==> src/rtl/trig_rule_sched_pkg.sv <==
// rtl/trig_rule_sched_pkg.sv - shared source/state encodings and TMR voter
package trig_pkg;

  // Which source produced the current L1A
  typedef enum logic [1:0] {
    SRC_NONE  = 2'd0,
    SRC_EXT   = 2'd1,
    SRC_BURST = 2'd2,
    SRC_RAN   = 2'd3
  } src_e;

  // Burst sequencer states
  typedef enum logic [1:0] {
    ST_IDLE = 2'd0,
    ST_RUN  = 2'd1,
    ST_DONE = 2'd2
  } burst_st_e;

  localparam logic [15:0] DROP_MAX = 16'hFFFF;

  // Number of physical copies kept for each protected counter
  function automatic int tmr_copies(input int tmr);
    return (tmr != 0) ? 3 : 1;
  endfunction

  // Bitwise 2-of-3 vote; with a single copy all three inputs are the same
  function automatic logic [15:0] maj3(input logic [15:0] a, input logic [15:0] b,
                                       input logic [15:0] c);
    return (a & b) | (a & c) | (b & c);
  endfunction

endpackage

==> src/rtl/trig_rule_sched_if.sv <==
// rtl/trig_rule_sched_if.sv - request/config inputs and trigger outputs of the scheduler
interface trig_rule_sched_if;
  logic        REQ_EXT;
  logic        REQ_BURST;
  logic        REQ_RAN;
  logic [9:0]  BURST_LEN;
  logic [3:0]  MIN_GAP;
  logic [7:0]  WIN_LEN;
  logic        L1A;
  logic [1:0]  GNT_SRC;
  logic        BUSY;
  logic        BURST_DONE;
  logic [15:0] DROP_CNT;

  modport master (
    output REQ_EXT, REQ_BURST, REQ_RAN, BURST_LEN, MIN_GAP, WIN_LEN,
    input  L1A, GNT_SRC, BUSY, BURST_DONE, DROP_CNT
  );

  modport slave (
    input  REQ_EXT, REQ_BURST, REQ_RAN, BURST_LEN, MIN_GAP, WIN_LEN,
    output L1A, GNT_SRC, BUSY, BURST_DONE, DROP_CNT
  );
endinterface

==> src/rtl/trig_rule_sched_win_slot.sv <==
// rtl/trig_rule_sched_win_slot.sv - one sliding-window slot: loadable 8-bit down-counter
module win_slot
  import trig_pkg::*;
#(
  parameter int TMR = 0
) (
  input  logic       i_clk,
  input  logic       i_rst_n,
  input  logic       i_load,
  input  logic [7:0] i_len,
  output logic       o_busy
);

  localparam int NC = tmr_copies(TMR);
  localparam int I1 = (NC > 1) ? 1 : 0;
  localparam int I2 = (NC > 2) ? 2 : 0;

  logic [7:0] r_cnt [NC];
  logic [7:0] w_cnt;
  logic [7:0] w_cnt_nxt;

  assign w_cnt     = 8'(maj3(16'(r_cnt[0]), 16'(r_cnt[I1]), 16'(r_cnt[I2])));
  assign w_cnt_nxt = i_load ? i_len : ((w_cnt != 8'd0) ? (w_cnt - 8'd1) : 8'd0);
  assign o_busy    = (w_cnt != 8'd0);

  // Load on grant, otherwise count down to zero; every copy takes the voted next value
  always_ff @(posedge i_clk) begin
    for (int i = 0; i < NC; i++) begin
      if (!i_rst_n) r_cnt[i] <= 8'd0;
      else          r_cnt[i] <= w_cnt_nxt;
    end
  end

endmodule

==> src/rtl/trig_rule_sched.sv <==
// rtl/trig_rule_sched.sv - L1A trigger arbiter with gap, sliding-window and burst rules
module trig_rule_sched
  import trig_pkg::*;
#(
  parameter int WIN_MAX = 2,
  parameter int TMR     = 0
) (
  input logic              CLK,
  input logic              RST_N,
  trig_rule_sched_if.slave io_bus
);

  localparam int NC = tmr_copies(TMR);
  localparam int I1 = (NC > 1) ? 1 : 0;
  localparam int I2 = (NC > 2) ? 2 : 0;

  burst_st_e r_state;
  burst_st_e w_state_nxt;
  logic      r_burst_d;
  logic      r_ext_pend;
  logic      r_l1a;
  src_e      r_src;

  logic [3:0]  r_gap  [NC];
  logic [9:0]  r_rem  [NC];
  logic [15:0] r_drop [NC];
  logic [3:0]  w_gap, w_gap_nxt;
  logic [9:0]  w_rem, w_rem_nxt;
  logic [15:0] w_drop, w_drop_nxt;

  logic               w_allow, w_grant, w_found;
  logic               w_ext_req, w_burst_req, w_ran_req, w_burst_rise;
  src_e               w_src;
  logic [WIN_MAX-1:0] w_slot_busy, w_slot_load;
  logic [7:0]         w_nbusy;
  logic [7:0]         w_win_len;

  assign w_gap  = 4'(maj3(16'(r_gap[0]), 16'(r_gap[I1]), 16'(r_gap[I2])));
  assign w_rem  = 10'(maj3(16'(r_rem[0]), 16'(r_rem[I1]), 16'(r_rem[I2])));
  assign w_drop = maj3(r_drop[0], r_drop[I1], r_drop[I2]);

  // The grant cycle counts as the first window cycle, so the slot holds WIN_LEN-1 after it
  assign w_win_len = io_bus.WIN_LEN - 8'd1;

  for (genvar g = 0; g < WIN_MAX; g++) begin : g_slot
    win_slot #(.TMR(TMR)) u_slot (
      .i_clk   (CLK),
      .i_rst_n (RST_N),
      .i_load  (w_slot_load[g]),
      .i_len   (w_win_len),
      .o_busy  (w_slot_busy[g])
    );
  end

  // Count occupied window slots
  always_comb begin
    w_nbusy = 8'd0;
    for (int i = 0; i < WIN_MAX; i++) w_nbusy = w_nbusy + {7'd0, w_slot_busy[i]};
  end

  assign w_allow      = (w_gap == 4'd0) && (w_nbusy < 8'(WIN_MAX));
  assign w_ext_req    = r_ext_pend | io_bus.REQ_EXT;
  assign w_burst_req  = (r_state == ST_RUN) && io_bus.REQ_BURST && (w_rem != 10'd0);
  assign w_ran_req    = io_bus.REQ_RAN && (r_state != ST_RUN);
  assign w_burst_rise = io_bus.REQ_BURST && !r_burst_d;

  // Fixed-priority arbitration EXT > BURST > RAN, gated by the gap and window rules
  always_comb begin
    w_src = SRC_NONE;
    if (w_allow) begin
      if (w_ext_req)        w_src = SRC_EXT;
      else if (w_burst_req) w_src = SRC_BURST;
      else if (w_ran_req)   w_src = SRC_RAN;
    end
  end

  assign w_grant = (w_src != SRC_NONE);

  // Each grant claims the lowest free slot unless the window rule is disabled
  always_comb begin
    w_slot_load = '0;
    w_found     = 1'b0;
    for (int i = 0; i < WIN_MAX; i++) begin
      if (w_grant && (io_bus.WIN_LEN != 8'd0) && !w_slot_busy[i] && !w_found) begin
        w_slot_load[i] = 1'b1;
        w_found        = 1'b1;
      end
    end
  end

  assign w_gap_nxt  = w_grant ? io_bus.MIN_GAP
                              : ((w_gap != 4'd0) ? (w_gap - 4'd1) : 4'd0);
  assign w_drop_nxt = (io_bus.REQ_RAN && (w_src != SRC_RAN) && (w_drop != DROP_MAX))
                      ? (w_drop + 16'd1) : w_drop;

  // Burst sequencer next state and remaining-count update
  always_comb begin
    w_state_nxt = r_state;
    w_rem_nxt   = w_rem;
    case (r_state)
      ST_IDLE: begin
        if (w_burst_rise) begin
          w_state_nxt = ST_RUN;
          w_rem_nxt   = io_bus.BURST_LEN;
        end
      end
      ST_RUN: begin
        if (!io_bus.REQ_BURST)        w_state_nxt = ST_IDLE;
        else if (w_rem == 10'd0)      w_state_nxt = ST_DONE;
        else if (w_src == SRC_BURST)  w_rem_nxt   = w_rem - 10'd1;
      end
      ST_DONE: w_state_nxt = ST_IDLE;
      default: w_state_nxt = ST_IDLE;
    endcase
  end

  // Control state and the registered L1A/source outputs
  always_ff @(posedge CLK) begin
    if (!RST_N) begin
      r_state    <= ST_IDLE;
      r_burst_d  <= 1'b0;
      r_ext_pend <= 1'b0;
      r_l1a      <= 1'b0;
      r_src      <= SRC_NONE;
    end else begin
      r_state    <= w_state_nxt;
      r_burst_d  <= io_bus.REQ_BURST;
      r_ext_pend <= w_ext_req && (w_src != SRC_EXT);
      r_l1a      <= w_grant;
      r_src      <= w_src;
    end
  end

  // Gap, burst-remaining and drop counters, one copy per TMR lane
  always_ff @(posedge CLK) begin
    for (int i = 0; i < NC; i++) begin
      if (!RST_N) begin
        r_gap[i]  <= 4'd0;
        r_rem[i]  <= 10'd0;
        r_drop[i] <= 16'd0;
      end else begin
        r_gap[i]  <= w_gap_nxt;
        r_rem[i]  <= w_rem_nxt;
        r_drop[i] <= w_drop_nxt;
      end
    end
  end

  assign io_bus.L1A        = r_l1a;
  assign io_bus.GNT_SRC    = r_src;
  assign io_bus.BUSY       = (r_state == ST_RUN);
  assign io_bus.BURST_DONE = (r_state == ST_DONE);
  assign io_bus.DROP_CNT   = w_drop;

endmodule
==> src/flat_wrapper.sv <==
// flat-port wrapper written by rule: the top's interface ports become plain ports
module trig_rule_sched_flat import trig_pkg::*;
#(
  parameter int WIN_MAX = 2,
  parameter int TMR     = 0
)
  (CLK, RST_N, io_bus_REQ_EXT, io_bus_REQ_BURST, io_bus_REQ_RAN, io_bus_BURST_LEN, io_bus_MIN_GAP, io_bus_WIN_LEN, io_bus_L1A, io_bus_GNT_SRC, io_bus_BUSY, io_bus_BURST_DONE, io_bus_DROP_CNT);
  trig_rule_sched_if io_bus_i ();
  input logic CLK;
  input logic RST_N;
  input wire logic [$bits(io_bus_i.REQ_EXT)-1:0] io_bus_REQ_EXT;
  input wire logic [$bits(io_bus_i.REQ_BURST)-1:0] io_bus_REQ_BURST;
  input wire logic [$bits(io_bus_i.REQ_RAN)-1:0] io_bus_REQ_RAN;
  input wire logic [$bits(io_bus_i.BURST_LEN)-1:0] io_bus_BURST_LEN;
  input wire logic [$bits(io_bus_i.MIN_GAP)-1:0] io_bus_MIN_GAP;
  input wire logic [$bits(io_bus_i.WIN_LEN)-1:0] io_bus_WIN_LEN;
  output wire logic [$bits(io_bus_i.L1A)-1:0] io_bus_L1A;
  output wire logic [$bits(io_bus_i.GNT_SRC)-1:0] io_bus_GNT_SRC;
  output wire logic [$bits(io_bus_i.BUSY)-1:0] io_bus_BUSY;
  output wire logic [$bits(io_bus_i.BURST_DONE)-1:0] io_bus_BURST_DONE;
  output wire logic [$bits(io_bus_i.DROP_CNT)-1:0] io_bus_DROP_CNT;
  assign io_bus_i.REQ_EXT = io_bus_REQ_EXT;
  assign io_bus_i.REQ_BURST = io_bus_REQ_BURST;
  assign io_bus_i.REQ_RAN = io_bus_REQ_RAN;
  assign io_bus_i.BURST_LEN = io_bus_BURST_LEN;
  assign io_bus_i.MIN_GAP = io_bus_MIN_GAP;
  assign io_bus_i.WIN_LEN = io_bus_WIN_LEN;
  assign io_bus_L1A = io_bus_i.L1A;
  assign io_bus_GNT_SRC = io_bus_i.GNT_SRC;
  assign io_bus_BUSY = io_bus_i.BUSY;
  assign io_bus_BURST_DONE = io_bus_i.BURST_DONE;
  assign io_bus_DROP_CNT = io_bus_i.DROP_CNT;
  trig_rule_sched #(.WIN_MAX(WIN_MAX), .TMR(TMR)) u_core (.CLK(CLK), .RST_N(RST_N), .io_bus(io_bus_i));
endmodule
==> config.mk <==
export PLATFORM = sky130hd
export DESIGN_NAME = trig_rule_sched_flat
export DESIGN_NICKNAME = d
export VERILOG_FILES = /design/src/rtl/trig_rule_sched_pkg.sv /design/src/rtl/trig_rule_sched_if.sv /design/src/rtl/trig_rule_sched_win_slot.sv /design/src/rtl/trig_rule_sched.sv /design/src/flat_wrapper.sv
export SDC_FILE = /design/constraint.sdc
export NUM_CORES = 1
export LEC_CHECK = 0
export ABC_AREA = 0
export CORE_MARGIN = 2
export CORE_UTILIZATION = 50
export DETAILED_ROUTE_END_ITERATION = 8
export GPL_ROUTABILITY_DRIVEN = 0
export HOLD_SLACK_MARGIN = 0.1
export MAX_ROUTING_LAYER = met4
export PLACE_DENSITY_LB_ADDON = 0.3
export SLEW_MARGIN = 20
export SYNTH_ARGS = -nofsm -noshare
export SYNTH_HDL_FRONTEND = slang
export SYNTH_SLANG_ARGS = --single-unit
==> constraint.sdc <==
create_clock -name CLK -period 2.85 [get_ports CLK]
set_input_delay 0.4275 -clock CLK [delete_from_list [all_inputs] [get_ports CLK]]
set_output_delay 0.4275 -clock CLK [all_outputs]
set_load 0.1 [all_outputs]
# == After elaboration in Yosys (flattened, before gate mapping) ==
# Memories as Yosys holds them, arrays and structs flattened.
# Index checks and enable logic that the tools add are counted.
# word_totals
rom_bits,0
wordCells,108
input_bits,27
out_inout_bits,21
mem_bits_rw,46
regBits,7
memories,5
latchBits,0
# memory_table
memory,depth,width,read_ports,rd_ports_with_merged_regs,wr,line_no,text
u_core.r_drop,1,16,1,0,1,trig_rule_sched.sv:26,logic [15:0] r_drop [NC];
u_core.r_rem,1,10,1,0,1,trig_rule_sched.sv:25,logic [9:0] r_rem [NC];
u_core.g_slot[0].u_slot.r_cnt,1,8,1,0,1,trig_rule_sched_win_slot.sv:18,logic [7:0] r_cnt [NC];
u_core.g_slot[1].u_slot.r_cnt,1,8,1,0,1,trig_rule_sched_win_slot.sv:18,
u_core.r_gap,1,4,1,0,1,trig_rule_sched.sv:24,logic [3:0] r_gap [NC];
# op_classes
bitwise_logic,16
order_cmp,1
n_mux,34
n_addsub,7
shifts,0
multipliers,0
reduce_logical,31
n_eq_ne,9
n_div,0
# op_table
operator,count
$mux W10,5
$mux W8,6
$mux W16,2
$or A16 B16 Y16,2
$or A8 B8 Y8,4
$reduce_bool A8 Y1,3
$sub A8 B1 Y8 const B,3
$or A10 B10 Y10,2
$pmux W10 S2,1
$add A16 B1 Y16 const B,1
$and A16 B16 Y16,1
$and A8 B8 Y8,2
$ne A16 B16 Y1 const B,1
$reduce_or A16 Y1,1
$reduce_or A8 Y1,2
$mux W2,7
$logic_and A1 B1 Y1,12
$mux W4,3
$and A10 B10 Y10,1
$logic_not A10 Y1,1
$reduce_bool A10 Y1,1
$reduce_or A10 Y1,1
$sub A10 B1 Y10 const B,1
$mux W1,9
19 further kinds,26

# == Logic depth before layout (Yosys ltp) ==
# Gate-level depths: netlist of run 1.
# An unclocked memory read counts as a cell.
# logic_depth
depth_word,18
depth_mapped,9
ltp_nobuf,7

# == Cells and area by module ==
# From an unflattened synthesis of run 1, not the netlist that was laid out.
# unflattened
cells_unflattened,369
hier_area_um2,3025.4
# modules_own_cells
mod,cells_each,n_inst,seq_area_each_um2,area_per_inst_um2
trig_rule_sched,259,1,740.7,2122.0
win_slot,55,2,160.2,451.7

# == Least setup slack after synthesis of run 1 ==
# Ideal clock, no wire load.
# synth_path
path_type,reg2reg
from,memory u_core.r_drop[0][0]
to,memory u_core.r_drop[0][8]
slack_ns,0.240
required_time_ns,2.780
stages_incl_launch_ff,7
setup_ns,0.070
arrival_ns,2.539
synth_period_minus_slack_ns,2.610
n_path_buf,1
cell_sequence,dfxtp_1 ha_1 nand3_1 or3b_2 clkbuf_1 or4_1 a21oi_1
# synth_between
elab_chain_cells,8
elab_cells_between_ends,9
classes_between,add/sub (1); eq/ne (1); mux (2); bitwise (3); reduce/logical (1); memory (1)
# synth_rtl
element,line_no,text
start: declaration,trig_rule_sched.sv:26,
$mem_v2 Z1 W16 (*),n/a,
$and A16 B16 Y16 (*),trig_rule_sched_pkg.sv:29,return (a & b) | (a & c) | (b & c);
$or A16 B16 Y16,trig_rule_sched_pkg.sv:29,
$or A16 B16 Y16 (*),trig_rule_sched_pkg.sv:29,
"parallel branches: the longest is 2 deep, another holds $add A16 B1 Y16",n/a,
$mux W16 (*),trig_rule_sched.sv:94,? (w_drop + 16'd1) : w_drop;
$mux W16 (no line) (*),n/a,
# Every way passes the cells marked *.

# == Worst setup path in the final report of run 1 ==
# layout_path
from,memory u_core.r_rem[0][0]
to,memory u_core.g_slot[0].u_slot.r_cnt[0][0]
# layout_between
elab_chain_cells,15
# layout_rtl
element,line_no,text
start: declaration,trig_rule_sched.sv:25,
$mem_v2 Z1 W10 (*),n/a,
$and A10 B10 Y10 (*),trig_rule_sched_pkg.sv:29,
$or A10 B10 Y10,trig_rule_sched_pkg.sv:29,
$or A10 B10 Y10 (*),trig_rule_sched_pkg.sv:29,
$reduce_bool A10 Y1 (*),trig_rule_sched.sv:63,assign w_burst_req = (r_state == ST_RUN) && io_bus.REQ_BURST && (w_rem != 10'd0);
$logic_and A1 B1 Y1 (*),trig_rule_sched.sv:63,
$mux W2 (*),trig_rule_sched.sv:72,else if (w_burst_req) w_src = SRC_BURST;
$mux W2 (*),trig_rule_sched.sv:71,if (w_ext_req) w_src = SRC_EXT;
$mux W2 (*),trig_rule_sched.sv:70,if (w_allow) begin
$reduce_bool A2 Y1 (*),trig_rule_sched.sv:77,assign w_grant = (w_src != SRC_NONE);
$logic_and A1 B1 Y1 (*) (2 in series),trig_rule_sched.sv:84,if (w_grant && (io_bus.WIN_LEN != 8'd0) && !w_slot_busy[i] && !w_found) begin
$mux W1 (*),trig_rule_sched.sv:84,
$mux W8 (*),trig_rule_sched_win_slot.sv:23,assign w_cnt_nxt = i_load ? i_len : ((w_cnt != 8'd0) ? (w_cnt - 8'd1) : 8'd0);
$mux W8 (no line) (*),n/a,
end: declaration,trig_rule_sched_win_slot.sv:18,
# Every way passes the cells marked *; elsewhere a longest branch is shown, timed or not.

==> summary.txt, run 1 <==
Routing
  • WL per Instance: 14.9 microns
  • Final ANT Viol Nets: 0
  • Iteration-0 DRC Markers: approximately 140
  • Total Routed Length: 7.34 mm
  • Via density: approximately 6.1
  • # DRC: 0
  • Routed vias: a little under 3,000
  • DRT Pass-1 Iters: 5

Final layout
  • N_diodes: 0
  • Share of layout cells above drive strength 1: 0.135
  • Commonest non-fill, non-tap cell in the layout: dfxtp_1
  • Most frequent cells in the layout: 53 x dfxtp_1, 29 x buf_4, 27 x a21oi_1
  • Area growth syn-to-layout: 18.0%
  • FF/Latch Area: 1060 sq um
  • Fillers: roughly 530
  • Multi-input logic area: roughly 1900 sq um
  • Nets@finish: 450

Timing
  • Slew Limit Fails: 0
  • Number of setup violations in the final report: 0
  • Setup TNS: 0 ns
  • RSZ-0062 raised after global routing: no
  • Worst Max-Slew Pin Slew: approximately 0.65 ns
  • Skew final: about 0.0065 ns
  • Final Cycle Share: 0.839
  • Hold Vio Cnt, Final: 0
  • Fmax: roughly 0.42 GHz
  • Slew margin rel.: 0.565
  • Tmin final: roughly 2.4 ns
  • Worst hold slack: 0.489 ns

Place
  • Detail Placement HPWL: about 5.4 mm
  • Input/output buffers: 47

GRT
  • Largest net degree at the start of global routing: 33
  • Number of global-route vias before repair: 2,755
  • Initial antenna violation count: 0
  • Gr usage total: 0.219
  • Global route overflow: 0
  • First-pass GRT wire length: 12.6 mm

Worst setup path
  • FF-to-FF Start: u_core.r_rem[0][0]
  • FF-to-FF End: u_core.g_slot[0].u_slot.r_cnt[0][0]
  • Max incr delay on CP: 0.54 ns
  • Maximum fanout along the worst path: 13
  • CP arrival: about 2.6 ns
  • CP max stage cell: nor3b_1
  • Crit path capture: u_core.g_slot[0].u_slot.r_cnt[0][0]
  • Crit end category: flip-flop
  • Reg-to-reg slack, setup: ~0.46 ns
  • Startpoint types: flip-flop
  • Crit Path Class: flip-flop to flip-flop
  • Critical path, cell by cell: inv_1 > ha_1 > nor3b_1 > a311oi_1 > o221a_2 > o21ai_2 > o32ai_1
  • Reg2Reg Depth: 7
  • Critical Path RT: 3.03 ns
  • Critical path startpoint: u_core.r_rem[0][0]

Synth
  • Synth Register Bits: 53
  • Mux cell area share after synthesis: 0.0263
  • Synth Cell Area: between 3000 and 4000 sq um
  • Area fraction of the dominant cell type after synthesis: 0.338
  • Post-Synth Simple-Gate Area: 0.260
  • Synth Area in XOR/XNOR: 0.0363
  • Yosys warnings: 0
  • Largest family of logic cells by synthesized area: simple AND/OR/NAND/NOR gates
  • Syn nets: 407
  • Synth cell types: between 60 and 70
  • Cells after synthesis: 372
  • EDFF count, synth: 0
  • Area contributors post-synth: dfxtp_1 34%, a21oi_1 4.3%, or4_1 4.1%, ha_1 3.2%, nand2_1 3.1%
  • Post-synthesis compound-gate area fraction: 0.245
  • Predominant post-synthesis flop cell: dfxtp_1
  • Leading area contributor after synthesis: dfxtp_1
  • Seq/Total Area, Yosys: 0.338
  • Adder-cell share of the synthesized area: 0.0319
  • Syn_area_per_cell: 8.44 sq um
  • Async SR Flop Fraction: 0

Hold path
  • Worst Hold Class: flip-flop to flip-flop

Pwr
  • Gate power share: 0.481
  • Switch share: 0.422
  • P per Cell Area: just over 800 nW/um^2
  • Max VDD drop: about 0.78 mV
  • Part of the power in the clock network: 0.173
  • Leakage power: ~1.3 nW
  • Total power: about 0.0030 W
  • Net Switching: around 0.0013 W
  • Internal power: roughly 0.0017 W
  • Flop pwr share: 0.346

Floorplanning
  • Die Area: just under 7000 sq um
  • Core Area: ~6000 sq um
  • Die Wd: ~83 microns
  • Starting Density: 0.524
  • Row count: 28
  • Die height: ~83 microns
  • I/O Pins: 48

Run status
  • Status: finished, final reports clean

Clocking
  • Post-CTS Resized: 0
  • CTS tree: built
  • Clock Sinks: 53
  • CTS HTree Levels: 2
  • Hold Buf Count CTS: 0
  • Number of setup buffers added after CTS: 0
  • Num CTS Buffers: 5
  • Worst skew pair latency: 0.31 ns
  • CTS max path bufs: 2
  • Clock root buffer: clkbuf_8
  • Clock edge transition at the registers on the reported setup and hold paths: around 0.1 ns

Flow run
  • MaxCap Viol Count: 0
==> critical path: cells and delay by family (launching register included) <==
kind                     cells  cell delay, ns
AND/OR/NAND/NOR              1            0.54
AO/OA/AOI/OAI                4            1.09
adder cells (fa/ha/maj)      1            0.21
buffers and inverters        1            0.08
flip-flops                   1            0.35
==> metrics by stage <==
stage | cell area, sq um | setup slack [ns] | instances | utilization
final | 3710 | 0.458 | 491 | 0.619
after global routing | 3710 | 0.254 | 491 | 0.619
after CTS | 3710 | 0.489 | 491 | 0.619
after detailed placement | 3600 | 0.499 | 483 | 0.600
after global placement | 3600 | 0.482 | 483 | 0.600
after floorplan | 3140 | 0.240 | 372 | -
==> metal layers <==
metal	share of wire	up-vias	wire length, microns	track usage
met5	0	-	0	-
met4	0.0089	0	65	0.0537
met3	0.048	8	355	0.0398
met2	0.46	75	3380	0.350
met1	0.48	1401	3540	0.288
li1	-	1492	-	-
==> worst min path at each step <==
stage	from	endpoint	slack, ns	cells after the start
3_3_place_gp	u_core.g_slot[1].u_slot.r_cnt[0][0]	u_core.g_slot[1].u_slot.r_cnt[0][0]	0.47	1
6_report	u_core.g_slot[1].u_slot.r_cnt[0][0]	u_core.g_slot[1].u_slot.r_cnt[0][0]	0.49	1
5_1_grt	u_core.r_drop[0][7]	u_core.r_drop[0][7]	0.52	2
4_1_cts	u_core.g_slot[1].u_slot.r_cnt[0][0]	u_core.g_slot[1].u_slot.r_cnt[0][0]	0.49	1
3_5_place_dp	u_core.g_slot[1].u_slot.r_cnt[0][0]	u_core.g_slot[1].u_slot.r_cnt[0][0]	0.48	1
2_1_floorplan	u_core.r_rem[0][0]	u_core.r_rem[0][0]	0.45	2
==> Yosys cell counts (10+ instances only) <==
cell type and number:
a21oi_1 27, clkbuf_1 10, dfxtp_1 53, inv_1 21, nand2_1 26, nand2b_1 12
nor2_1 22, o21ai_0 14, o22ai_1 10, o31ai_1 12, or4_1 17
==> state kept, by name (all words and copies together), names as in the netlist <==
name / flops
u_core.io_bus.L1A: 1
u_core.r_burst_d: 1
u_core.r_state: 2
u_core.r_drop: 16
u_core.r_ext_pend: 1
u_core.r_gap: 4
u_core.io_bus.GNT_SRC: 2
u_core.r_rem: 10
u_core.g_slot.u_slot.r_cnt: 16
==> area by class of cell <==
class / instances / area share
flip-flops and latches: 53 / 0.286
inverters: 21 / 0.0213
multi-input cells: 279 / 0.508
repair buffers: 55 / 0.129
clock buffers: 6 / 0.0196
clock inverters: 2 / 0.0105
well taps: 75 / 0.0253
==> kinds of logic (layout without fill, tap and decap cells) <==
kind of cell               count (synthesis)  count (layout)
xor gates and xnor gates                  13              13
AOI/OAI and AO/OA                        109             109
and+or+nand+nor                          141             141
buffers and inverters                     40              84
DFF                                       53              53
adders and majority gates                  8               8
muxes                                      8               8
==> power by group through the flow <==
| stage | combinational (W) | sequential, W | clock [W] |
|---|---|---|---|
| after global placement | 0.00140 | 0.00104 | 0 |
| after global routing | 0.00159 | 0.00106 | 0.000556 |
| after floorplan | 0.00104 | 0.00117 | 0 |
| after CTS | 0.00144 | 0.00103 | 0.000528 |
| after detailed placement | 0.00143 | 0.00105 | 0 |
| final | 0.00144 | 0.00104 | 0.000519 |
Note: power is estimated with default switching activity, not from simulation.
==> run 2: changes to the inputs <==
==> constraint.sdc (replaced) <==
create_clock -name CLK -period 2.3 [get_ports CLK]
set_input_delay 0.345 -clock CLK [delete_from_list [all_inputs] [get_ports CLK]]
set_output_delay 0.345 -clock CLK [all_outputs]
set_load 0.1 [all_outputs]
==> run 2 against run 1 <==
Effect of this change: register-to-register slack worse by 0.44 ns; sequential share of layout area down 1.2 points; combinational power up 44%; count of clock-buffer cells in the layout down 1; maximum frequency up 4.8%; critical path depth down 1; power up 30%; worst hold slack worse by 0.0030 ns; die area unchanged; largest cell class unchanged.
==> summary.txt, run 2 (synthesis results as in run 1) <==
Final layout
  • Area growth syn-to-layout: 24.5%
  • Top Registers: u_core.g_slot.u_slot.r_cnt x16, u_core.r_drop x16, u_core.r_rem x10
  • Layout Utilization: 0.652 (+0.0336)
  • Most frequent cells in the layout: 44 x buf_4, 44 x dfxtp_1, 27 x a21oi_1
  • Share of layout cells above drive strength 1: 0.200 (+0.0658)
  • Nets@finish: 468 (+4.0%)
  • Design area: 3910 sq um (+5.4%)
  • N_diodes: 0 (unchanged)

Timing
  • Skew final: 0.0136 ns (+0.00712 ns)
  • Final Cycle Share: 0.992 (+0.153)
  • Slew Limit Fails: 0 (unchanged)
  • Number of setup violations in the final report: 0 (unchanged)
  • Fmax: 0.438 GHz (+4.8%)
  • RSZ-0062 raised after global routing: yes
  • Slew margin rel.: 0.693 (+0.128)
  • Worst Max-Slew Pin Slew: 0.460 ns (-0.189 ns)
  • Hold Vio Cnt, Final: 0 (unchanged)
  • Tmin final: 2.28 ns (-0.110 ns)

Worst setup path
  • Crit end category: flip-flop
  • CP arrival: 2.51 ns (-0.06 ns)
  • CP max stage cell: or4b_4
  • Max incr delay on CP: 0.60 ns (+0.06 ns)
  • Critical path, cell by cell: or4_4 > or4b_4 > a211oi_4 > buf_4 > o211ai_2 > o22ai_2
  • Maximum fanout along the worst path: 5 (-8)
  • Crit Path Class: flip-flop to flip-flop
  • Startpoint types: flip-flop
  • Critical Path RT: 2.53 ns (-0.50 ns)

Floorplanning
  • I/O Pins: 48 (unchanged)
  • Core Area: 5990 sq um (unchanged)
  • Row count: 28 (unchanged)
  • Die Wd: 83.3 microns (unchanged)
  • Die Area: 6930 sq um (unchanged)
  • Die height: 83.3 microns (unchanged)
  • Starting Density: 0.524 (unchanged)

Pwr
  • Max VDD drop: 0.684 mV (-12%)
  • Leakage power: 1.45 nW (+7.5%)
  • P per Cell Area: 997 nW/um^2 (+23%)
  • Total power: 0.00390 W (+30%)

Flow run
  • MaxCap Viol Count: 0 (unchanged)

Routing
  • Via density: 6.05 (-0.13%)
  • Final ANT Viol Nets: 0 (unchanged)
  • WL per Instance: 14.9 microns (-0.26%)
  • Total Routed Length: 7.59 mm (+3.4%)
  • DRT Pass-1 Iters: 4 (-1)
  • Routed vias: 3,081 (+3.5%)
  • Iteration-0 DRC Markers: 123 (-15%)
  • # DRC: 0 (unchanged)

Clocking
  • Hold Buf Count CTS: 0 (unchanged)
  • Worst skew pair latency: 0.31 ns (about the same)
  • CTS max path bufs: 2 (unchanged)
  • CTS HTree Levels: 2 (unchanged)
  • Num CTS Buffers: 5 (unchanged)
  • Clock edge transition at the registers on the reported setup and hold paths: 0.09 ns (about the same)
  • Clock root buffer: clkbuf_8
  • Clock Sinks: 53 (unchanged)
  • CTS tree: built

GRT
  • First-pass GRT wire length: 12.5 mm (-0.44%)
  • Number of global-route vias before repair: 2,761 (+0.22%)
  • Gr usage total: 0.219 (about the same)
  • Largest net degree at the start of global routing: 33 (unchanged)
  • Initial antenna violation count: 0 (unchanged)
  • Global route overflow: 0 (unchanged)

Hold path
  • Worst Hold Class: flip-flop to flip-flop

Run status
  • Status: finished, final reports clean

Place
  • Detail Placement HPWL: 5.50 mm (+2.6%)
  • Input/output buffers: 47 (unchanged)
  • Placed Area: 3760 sq um (+4.5%)
## run 2: worst max-delay path: cells and delay by family (launching register included)
| family | cells | cell delay, ns |
|---|---|---|
| AO/OA/AOI/OAI | 3 | 0.55 |
| AND/OR/NAND/NOR | 2 | 1.17 |
| flip-flops | 1 | 0.33 |
| buffers and inverters | 1 | 0.16 |
## run 2: path summary, 6_finish.rpt
path,cells after the start,slack [ns],endpoint,start
worst min-delay path,1,0.49,u_core.g_slot[1].u_slot.r_cnt[0][0],u_core.g_slot[1].u_slot.r_cnt[0][0]
worst min register to register,1,0.49,u_core.g_slot[1].u_slot.r_cnt[0][0],u_core.g_slot[1].u_slot.r_cnt[0][0]
worst max-delay path,6,0.02,u_core.g_slot[1].u_slot.r_cnt[0][5],u_core.g_slot[0].u_slot.r_cnt[0][2]
worst max register to register,6,0.02,u_core.g_slot[1].u_slot.r_cnt[0][5],u_core.g_slot[0].u_slot.r_cnt[0][2]
## run 2: report_power, final
part           internal, W  switching [W]  leakage [nW]  total (W)
clock             0.000217       0.000324        0.0445   0.000541
combinational     0.000894        0.00119         0.966    0.00208
sequential         0.00111       0.000166         0.438    0.00128
total              0.00222        0.00168          1.45    0.00390
## run 2: stage by stage
| stage | worst slack [ns] | TNS (ns) | hold WS [ns] | std cells |
|---|---|---|---|---|
| after detailed placement | 0.0198 | 0 | 0.479 | 498 |
| final | 0.0176 | 0 | 0.487 | 509 |
| after global placement | 0.0668 | 0 | 0.470 | 498 |
| after CTS | 0.00487 | 0 | 0.495 | 506 |
| after global routing | -0.0401 | -0.108 | 0.525 | 509 |
| after floorplan | 0.0552 | 0 | 0.452 | 372 |
## run 2: routing by layer
layer | wire (microns) | up-vias | global-route usage
li1 | - | 1520 | -
met2 | 3580 | 84 | 0.341
met3 | 437 | 10 | 0.0427
met4 | 81 | 0 | 0.0551
met5 | 0 | - | -
met1 | 3490 | 1467 | 0.293
## run 2: timing repair
item / CTS / global route
resized for setup: 0 / 8
endpoints found under the setup margin: 0 / 20
buffers inserted: 0 / 3
## run 2: layout make-up
type	instances	area [sq um]
clock buffer	5	68.8
clock inverter	3	21.3
fill	519	2080
inverter	21	78.8
multi-input combinational	279	1920
sequential	53	1070
tap	75	93.8
timing repair buffer	73	651
==> run 3: changes to the inputs <==
--- a/config.mk
+++ b/config.mk
@@ -16,4 +16,5 @@
 export SLEW_MARGIN = 20
 export SYNTH_ARGS = -nofsm -noshare
 export SYNTH_HDL_FRONTEND = slang
+export SYNTH_HIERARCHICAL = 1
 export SYNTH_SLANG_ARGS = --single-unit
==> run 3 against run 2 <==
Effect of this change: the flow now finishes with violations (setup timing); area after synthesis shrank 3.7%; power grew 33%; die area fell by 3.5%; final area up 15%; sequential share of layout area is 3.7 points lower; critical path type unchanged; largest cell class unchanged; highest routed layer unchanged.
==> summary.txt, run 3 <==
Run status
  • Status: complete, but fails checks
  • Failing checks: setup timing

Flow run
  • MaxCap Viol Count: 0 (unchanged)

GRT
  • Number of global-route vias before repair: 2,955 (+7.0%)
  • Initial antenna violation count: 0 (unchanged)
  • First-pass GRT wire length: 13.3 mm (+6.2%)
  • Gr usage total: 0.261 (+0.0423)
  • Global route overflow: 0 (unchanged)
  • Largest net degree at the start of global routing: 22 (-33%)

Hold path
  • Worst Hold Class: flip-flop to flip-flop

Final layout
  • Layout Utilization: 0.767 (+0.114)
  • Share of layout cells above drive strength 1: 0.355 (+0.154)
  • Nets@finish: 512 (+9.4%)
  • N_diodes: 0 (unchanged)
  • Area growth syn-to-layout: 49.1%
  • Commonest non-fill, non-tap cell in the layout: buf_4
  • Non-Filler Instances: 554 (+8.8%)
  • Top Registers: u_core/g_slot.u_slot/r_cnt x16, u_core/r_drop x16, u_core/r_rem x10
  • Most frequent cells in the layout: 76 x buf_4, 44 x dfxtp_1, 26 x clkdlybuf4s50_1

Clocking
  • Num CTS Buffers: 5 (unchanged)
  • Worst skew pair latency: 0.30 ns (about the same)
  • Clock Sinks: 53 (unchanged)
  • CTS max path bufs: 2 (unchanged)
  • Hold Buf Count CTS: 0 (unchanged)
  • CTS HTree Levels: 2 (unchanged)
  • Clock root buffer: clkbuf_8
  • CTS tree: built
  • Clock edge transition at the registers on the reported setup and hold paths: 0.09 ns (about the same)

Synth
  • Post-Synth Simple-Gate Area: 0.301 (+0.0405)
  • Most frequent cells after synthesis: 53 x dfxtp_1, 27 x nor2_1, 27 x o21ai_0, 24 x nand2_1, 19 x inv_1
  • Cells after synthesis: 369 (-0.81%)
  • Predominant post-synthesis flop cell: dfxtp_1
  • Syn nets: 402 (-1.2%)
  • Most common cell in the netlist: dfxtp_1
  • Synth Area in XOR/XNOR: 0.0637 (+0.0274)
  • Async SR Flop Fraction: 0 (unchanged)
  • Area fraction of the dominant cell type after synthesis: 0.351 (+0.0129)
  • Synth Cell Area: 3030 sq um (-3.7%)
  • EDFF count, synth: 0 (unchanged)
  • Synth Register Bits: 53 (unchanged)
  • Post-synthesis compound-gate area fraction: 0.206 (-0.0390)
  • Synth cell types: 59 (-7.8%)
  • Yosys warnings: 6 (+6)
  • Mux cell area share after synthesis: 0.0136 (-0.0126)
  • Leading area contributor after synthesis: dfxtp_1
  • Largest family of logic cells by synthesized area: simple AND/OR/NAND/NOR gates
  • Seq/Total Area, Yosys: 0.351 (+0.0129)
  • Area contributors post-synth: dfxtp_1 35%, o21ai_0 4.5%, xnor2_1 4.1%, nor4_1 3.7%, nor2_1 3.3%
  • Syn_area_per_cell: 8.20 sq um (-2.9%)
  • Adder-cell share of the synthesized area: 0.0248 (-0.00706)

Worst setup path
  • Worst Path Buf+Inv: 2 (+1)
  • Critical path, cell by cell: inv_2 > ha_4 > or4b_4 > or2_4 > a211oi_2 > nand2_1 > a21oi_2 > nor4bb_4 > buf_6 > nand2b_4 > o21bai_4 > a22oi_1
  • CP arrival: 2.90 ns (+0.39 ns)
  • Max incr delay on CP: 0.46 ns (-0.14 ns)
  • Crit end category: flip-flop
  • Maximum fanout along the worst path: 7 (+2)
  • Startpoint types: flip-flop
  • Largest delay share family, worst path: simple AND/OR/NAND/NOR gates
  • Critical Path RT: 2.49 ns (-0.04 ns)
  • Crit Path Class: flip-flop to flip-flop
  • CP max stage cell: or4b_4

Floorplanning
  • Core Area: 5890 sq um (-1.8%)
  • Die Area: 6690 sq um (-3.5%)
  • I/O Pins: 48 (unchanged)
  • Die Wd: 81.8 microns (-1.8%)
  • Starting Density: 0.514 (-0.0102)
  • Row count: 28 (unchanged)
  • Die height: 81.8 microns (-1.8%)

Routing
  • Iteration-0 DRC Markers: 179 (+46%)
  • Final ANT Viol Nets: 0 (unchanged)
  • Routed vias: 3,331 (+8.1%)
  • Via density: 6.01 (-0.67%)
  • DRT Pass-1 Iters: 5 (+1)
  • Total Routed Length: 9.50 mm (+25%)
  • # DRC: 0 (unchanged)
  • WL per Instance: 17.1 microns (+15%)

Place
  • Placed insts: 533 (+7.0%)
  • Detail Placement HPWL: 5.96 mm (+8.3%)
  • Input/output buffers: 47 (unchanged)

Timing
  • Slew Limit Fails: 0 (unchanged)
  • Hold Vio Cnt, Final: 0 (unchanged)
  • Skew final: 0.00567 ns (-0.00797 ns)
  • Setup TNS: -10.86 ns (-10.86 ns)
  • Worst Max-Slew Pin Slew: 1.36 ns (+0.897 ns)
  • RSZ-0062 raised after global routing: yes
  • Final setup margin: -0.416 ns (-0.433 ns)
  • Tmin final: 2.72 ns (+0.433 ns)
  • Final Cycle Share: 1.18 (+0.188)
  • Fmax: 0.368 GHz (-16%)
  • Number of setup violations in the final report: 39 (+39)
  • Slew margin rel.: 0.0871 (-0.606)

Pwr
  • Leakage power: 1.72 nW (+19%)
  • Max VDD drop: 0.857 mV (+25%)
  • P per Cell Area: 1150 nW/um^2 (+15%)
## run 3: cell types whose count changed in the layout (fill, tap and decap cells not counted), sizes merged, moves of 5 or more
cell	previous run	this run
or4	18	6
o211ai	7	2
nand3	8	18
a31oi	2	10
nor3	10	16
a21oi	27	13
nor4	8	19
nor2	22	28
buf	47	87
o31ai	12	4
xnor2	9	14
o22ai	11	3
o21ai	17	27
## run 3: final timing paths
kind | from | endpoint | slack (ns) | cells past startpoint
worst max-delay path | u_core/g_slot[0].u_slot/r_cnt[0][0] | u_core/g_slot[1].u_slot/r_cnt[0][5] | -0.42 | 12
worst min-delay path | u_core/r_rem[0][0] | u_core/r_rem[0][0] | 0.49 | 2
worst max register to register | u_core/g_slot[0].u_slot/r_cnt[0][0] | u_core/g_slot[1].u_slot/r_cnt[0][5] | -0.42 | 12
worst min register to register | u_core/r_rem[0][0] | u_core/r_rem[0][0] | 0.49 | 2
## run 3: what timing repair did
action	4_1_cts	5_1_grt
pin swaps	18	33
buffers inserted	7	8
resized for setup	32	59
setup endpoints to repair	41	42
## run 3: cell families after synthesis
| group | Yosys count |
|---|---|
| AOI/OAI and AO/OA | 94 |
| muxes | 4 |
| xor gates and xnor gates | 22 |
| and+or+nand+nor | 160 |
| DFF | 53 |
| adders and majority gates | 6 |
| buffers and inverters | 30 |
## run 3: layout make-up
type / count / area, sq um
multi-input cells: 286 / 2210
clock inverters: 2 / 35.0
clock buffers: 5 / 68.8
well taps: 75 / 93.8
fillers: 396 / 1370
inverters: 20 / 77.6
flip-flops and latches: 53 / 1070
repair buffers: 113 / 958
## run 3: routing by layer
metal | vias up | share of wire | wire length, microns | track usage
li1 | 1596 | - | - | -
met3 | 25 | 0.053 | 508 | 0.0330
met2 | 134 | 0.52 | 4940 | 0.463
met4 | 0 | 0.023 | 223 | 0.0733
met1 | 1576 | 0.40 | 3830 | 0.310
met5 | - | 0 | 0 | -
## run 3: worst min-delay path: stages, from the launching register on
cell,delay [ns]
dfxtp_1,0.32
o21ai_1,0.07
a21oi_1,0.06
## run 3: where the power goes
group          internal [W]  switching (W)
clock              0.000317       0.000302
sequential          0.00113       0.000180
combinational       0.00154        0.00170
total               0.00299        0.00218
## run 3: per-stage QoR
stage	power, W	instance area [sq um]	worst slack [ns]	hold slack (ns)
global route	0.00543	4510	-0.507	0.537
global placement	0.00359	3950	-0.389	0.466
floorplan	0.00286	3110	-0.337	0.445
detailed placement	0.00366	3950	-0.416	0.466
finish	0.00517	4510	-0.416	0.489
CTS	0.00456	4210	-0.275	0.480
